$ cat src/rtl/shift_seq.sv
// rtl/shift_seq.sv - one-bit-per-clock shift/rotate sequencer with carry.
// Optional registered zero flag output z_o when SHIFT_SEQ_ZFLAG_EN is defined.
module shift_seq #(
  parameter int WIDTH = 8,
  parameter int AMT_W = 3
) (
  input  logic             clk_i,
  input  logic             rst_n_i,
  input  logic             start_i,
  input  logic [1:0]       op_i,
  input  logic [AMT_W-1:0] amount_i,
  input  logic [WIDTH-1:0] a_i,
  input  logic             cin_i,
  output logic             busy_o,
  output logic             done_o,
  output logic [WIDTH-1:0] q_o,
`ifdef SHIFT_SEQ_ZFLAG_EN
  output logic             z_o,
`endif
  output logic             cout_o
);

  typedef enum logic [1:0] {
    ST_IDLE  = 2'd0,
    ST_SHIFT = 2'd1,
    ST_DONE  = 2'd2
  } state_t;

  localparam logic [1:0] OP_SHL = 2'b00;
  localparam logic [1:0] OP_ROL = 2'b01;
  localparam logic [1:0] OP_SHR = 2'b10;
  localparam logic [1:0] OP_ASR = 2'b11;

  state_t           state_q, state_d;
  logic [AMT_W-1:0] cnt_q, cnt_d;
  logic [WIDTH-1:0] q_q, q_d;
  logic             cout_q, cout_d;
  logic [1:0]       op_q, op_d;
  logic             accept;

  // Requests are taken in IDLE and in DONE, which gives back-to-back operation.
  assign accept = start_i && (state_q != ST_SHIFT);

  always_ff @(posedge clk_i or negedge rst_n_i) begin
    if (!rst_n_i) begin
      state_q <= ST_IDLE;
      cnt_q   <= '0;
      q_q     <= '0;
      cout_q  <= 1'b0;
      op_q    <= OP_SHL;
    end else begin
      state_q <= state_d;
      cnt_q   <= cnt_d;
      q_q     <= q_d;
      cout_q  <= cout_d;
      op_q    <= op_d;
    end
  end

  always_comb begin
    state_d = state_q;
    case (state_q)
      ST_IDLE, ST_DONE: begin
        if (accept) begin
          state_d = (amount_i != '0) ? ST_SHIFT : ST_DONE;
        end else begin
          state_d = ST_IDLE;
        end
      end
      ST_SHIFT: begin
        if (cnt_q == AMT_W'(1)) begin
          state_d = ST_DONE;
        end
      end
      default: state_d = ST_IDLE;
    endcase
  end

  always_comb begin
    cnt_d  = cnt_q;
    q_d    = q_q;
    cout_d = cout_q;
    op_d   = op_q;
    if (accept) begin
      cnt_d  = amount_i;
      q_d    = a_i;
      cout_d = cin_i;
      op_d   = op_i;
    end else if (state_q == ST_SHIFT) begin
      cnt_d = cnt_q - AMT_W'(1);
      case (op_q)
        OP_SHL: begin
          cout_d = q_q[WIDTH-1];
          q_d    = {q_q[WIDTH-2:0], 1'b0};
        end
        OP_ROL: begin
          cout_d = q_q[WIDTH-1];
          q_d    = {q_q[WIDTH-2:0], cout_q};
        end
        OP_SHR: begin
          cout_d = q_q[0];
          q_d    = {1'b0, q_q[WIDTH-1:1]};
        end
        default: begin
          cout_d = q_q[0];
          q_d    = {q_q[WIDTH-1], q_q[WIDTH-1:1]};
        end
      endcase
    end
  end

  always_comb begin
    busy_o = (state_q == ST_SHIFT);
    done_o = (state_q == ST_DONE);
    q_o    = q_q;
    cout_o = cout_q;
  end

`ifdef SHIFT_SEQ_ZFLAG_EN
  logic z_q;

  // Tracks q through every load and step so it is valid alongside q.
  always_ff @(posedge clk_i or negedge rst_n_i) begin
    if (!rst_n_i) begin
      z_q <= 1'b1;
    end else if (accept || (state_q == ST_SHIFT)) begin
      z_q <= (q_d == '0);
    end
  end

  assign z_o = z_q;
`endif

endmodule

$ cat config.mk
export PLATFORM = sky130hd
export DESIGN_NAME = shift_seq
export DESIGN_NICKNAME = d
export VERILOG_FILES = /design/src/rtl/shift_seq.sv
export SDC_FILE = /design/constraint.sdc
export NUM_CORES = 1
export LEC_CHECK = 0
export ABC_AREA = 1
export BUFFER_PORTS_ARGS = -buffer_cell sky130_fd_sc_hd__buf_2
export CORE_UTILIZATION = 53
export CTS_CLUSTER_SIZE = 40
export DETAILED_ROUTE_END_ITERATION = 12
export PLACE_DENSITY_LB_ADDON = 0.3
export SYNTH_ARGS = -nofsm -noshare
export SYNTH_HDL_FRONTEND = slang
export SYNTH_SLANG_ARGS = --single-unit
$ cat constraint.sdc
create_clock -name clk_i -period 1.7 [get_ports clk_i]
set_input_delay 0.34 -clock clk_i [delete_from_list [all_inputs] [get_ports clk_i]]
set_output_delay 0.34 -clock clk_i [all_outputs]
set_load 0.01 [all_outputs]
==> summary.md <==
| Metric | Value |
|---|---|
| Status | completed |
| Required time of the critical path | approximately 1.4 ns |
| Critical R2R Launch | state_q[0]$_DFFE_PN0P_ |
| Diode count | 0 |
| Final Setup Violations | 0 |
| Pwr Total | a little under 2 mW |
| R2R setup slack | 0.38 ns |
| CTS tree | built |
| CTS Sinks | 16 |
| Least-Margin Pin Slew | 0.366 ns |
| Die area | roughly 1800 um^2 |
| CP Class | reg -> out |
| Final hold vios | 0 |
| Largest net degree at the start of global routing | 17 |
| Sum Neg Setup Slack | 0 ns |
| Vias per cell | roughly 5.3 |
| Max Fclk | 639 MHz |
| Metal3 WL | ~130 um |
| RSZ-0062 raised after global routing | no |
| R2R Path End | q_o[6]$_DFFE_PN0P_ |
| Die height | roughly 43 um |
| Register Area | between 400 and 500 um^2 |
| GR Overflow Total | 0 |
| CP max stage delay | between 0.3 and 0.4 ns |
| Vias in the first global route | 689 |
| Multi-input logic area | roughly 400 um^2 |
| GPL Wtd Cong | between 0.9 and 1 |
| GRT Total Usage | 23.6% |
| Initial Util | ~58% |
| Initial antenna violation count | 0 |
| Top Layer Used | met4 |
| H-Tree Depth | 1 |
| Seq/Total Area, Yosys | 45.1% |
| DRC | 0 |
| Clk_skew | between 0.003 and 0.004 ns |
| Tcrit/Tclk final | between 90% and 100% |
| Min Tclk post-route | ~1.6 ns |
| Netlist cell types | 19 |
| Final antenna-violating net count | 0 |
| Dpl hpwl | between 1 and 1.5 mm |
| Critical Path Start Type | flip-flop |
| HP Class | in -> reg |
| CTS Buf Count | 3 |
| Syn nets | ~130 |
| Endpoint type of the worst setup path | output port |
| Hold Path Origin | op_i[0] |
| Cells after Synth | between 100 and 150 |
| Layout cells sized above 1 | between 30% and 40% |
| Ys Warns | 0 |
| Pre-antenna DRT Iters | 4 |
| DP Area | around 1000 um^2 |
| Cell Chain, Critical Path | inv_1 -> nand2_2 -> inv_6 -> buf_2 |
| Leakage | approximately 0.57 nW |
| Peak VDD IR | around 0.0011 V |
| First-pass GRT wire length | 3.11 mm |
| Pins Over Slew Limit | 0 |
| M1 wire length | about 900 um |
| Yosys reg bits | 16 |
| Synthesized area | a little under 900 um^2 |
| Hold Slack | 0.233 ns |
| Crit-path max FO | 12 |
| Port bufs | 27 |
| FF-to-FF path depth | 5 |
| DIE WIDTH | around 43 um |
| Final core occ | between 60% and 70% |
| Cell area power density | between 1500 and 2000 nW/um^2 |
| Hold Path Depth | 3 |
| Syn-to-layout area delta | 19.6% |
| Max Root-Sink Buffers | 2 |
| Met2 WL | about 920 um |
| WHS Endpoint | op_q[0]$_DFFE_PN0P_ |
| Ports | 28 |
| Crit path DAT | ~1.2 ns |
| Total wire length | between 1.5 and 2 mm |
| Clk Latency, worst-skew pair | around 0.30 ns |
| Routed WL per cell | 12.7 um |
| PostCTS Resize Cnt | 0 |
| Worst path slowest cell | dfrtp_1 |
| CTS clk-pin slew, worst paths | 0.10 ns |
| Max-cap viol count | 0 |
| Row cnt | 14 |
| # fillers | roughly 140 |
| Post-Layout Inst Area | approximately 1100 um^2 |
| Slew HR | between 70 and 80% |
| Clock root buffer | clkbuf_4 |
| DR vias | between 800 and 900 |
| Drt first-iter violations | 17 |
| Post-Synthesis Mean Instance Area | a little over 8 um^2 |
| Core area | ~1500 um^2 |
| Net count, final | about 160 |
-- synthesized netlist by cell type (all sizes together) --
library cell  instances  area (um^2)
xnor2                 1         8.76
nor3                  1         5.00
nand3                10         50.1
o21ai                 5         28.8
o211ai                9         77.6
buf                   3         27.5
ha                    2         25.0
nand2                37          154
o21bai                1         7.51
dfrtp                16          400
a21oi                 4         20.0
nor2                  8         30.0
inv                  13         53.8
-- area by class of cell --
| class | instances | area share, % |
|---|---|---|
| Tap cell | 16 | 1.88 |
| Multi-Input combinational cell | 78 | 38.3 |
| Timing Repair Buffer | 28 | 13.7 |
| Inverter | 13 | 5.06 |
| Sequential cell | 16 | 37.7 |
| Clock buffer | 4 | 3.42 |
-- worst max-delay path, delay by kind of cell, from the launching register on --
family / cells / cell delay (ns)
buffers and inverters: 3 / 0.36
flip-flops: 1 / 0.38
AND/OR/NAND/NOR: 1 / 0.20
-- report_power, final --
group | switching, mW | total (mW) | internal [mW] | leakage, nW
Combinational | 0.605 | 0.983 | 0.379 | 0.353
Sequential | 0.177 | 0.745 | 0.568 | 0.197
Clock | 0.129 | 0.260 | 0.131 | 0.0210
Total | 0.911 | 1.99 | 1.08 | 0.571
-- cells in the final DEF (no fill, tap or decap), types with 2 or more instances in the layout --
master | synthesis | final
o211ai_1 | 7 | 7
inv_2 | 2 | 2
nand2_2 | 6 | 6
clkbuf_4 | 0 | 3
a21oi_1 | 4 | 4
dfrtp_1 | 16 | 16
ha_1 | 2 | 2
buf_2 | 1 | 27
inv_1 | 10 | 10
nor2_1 | 8 | 8
o21ai_0 | 4 | 4
nand3_1 | 10 | 10
o211ai_2 | 2 | 2
nand2_1 | 31 | 31
-- routing by layer --
layer / vias up / global-route usage (%)
li1: 414 / -
met3: 5 / 5.96
met4: 0 / 10.3
met5: - / 0
met2: 34 / 34.8
met1: 375 / 32.8
-- state kept, by name, indices dropped and copies added (netlist names) --
signal and count:
q_o 8, cnt_q 3, op_q 2, state_q 2, cout_o 1
-- what timing repair did --
item / CTS / global route
hold buffers: 1 / 0
buffers inserted: 0 / 0
setup endpoints to repair: 0 / 0
endpoints found under the hold margin: 16 / 0
-- metrics by stage --
step	cells	setup slack, ns
6_report	155	0.136
5_1_grt	155	0.0882
4_1_cts	155	0.139
3_5_place_dp	150	0.392
3_3_place_gp	150	0.441
2_1_floorplan	110	0.671
-- cell families (layout without fill, tap and decap cells) --
logic type / Yosys count / in the layout / synth area share [%]
compound gates: 19 / 19 / 15.1
buf+inv: 16 / 45 / 9.16
xor+xnor: 1 / 1 / 0.986
simple gates: 56 / 56 / 26.9
fa+ha+maj: 2 / 2 / 2.82
flops: 16 / 16 / 45.1
-- worst max path at each step --
stage                                      start              endpoint  depth (start not counted)
after floorplan           state_q[1]$_DFFE_PN0P_                busy_o                          4
after global placement    state_q[0]$_DFFE_PN0P_  cnt_q[0]$_DFFE_PN0P_                          5
after detailed placement  state_q[0]$_DFFE_PN0P_    q_o[6]$_DFFE_PN0P_                          5
after CTS                 state_q[1]$_DFFE_PN0P_                busy_o                          4
after global routing      state_q[1]$_DFFE_PN0P_                busy_o                          4
final                     state_q[1]$_DFFE_PN0P_                busy_o                          4
(Power assumes the default switching activity.)
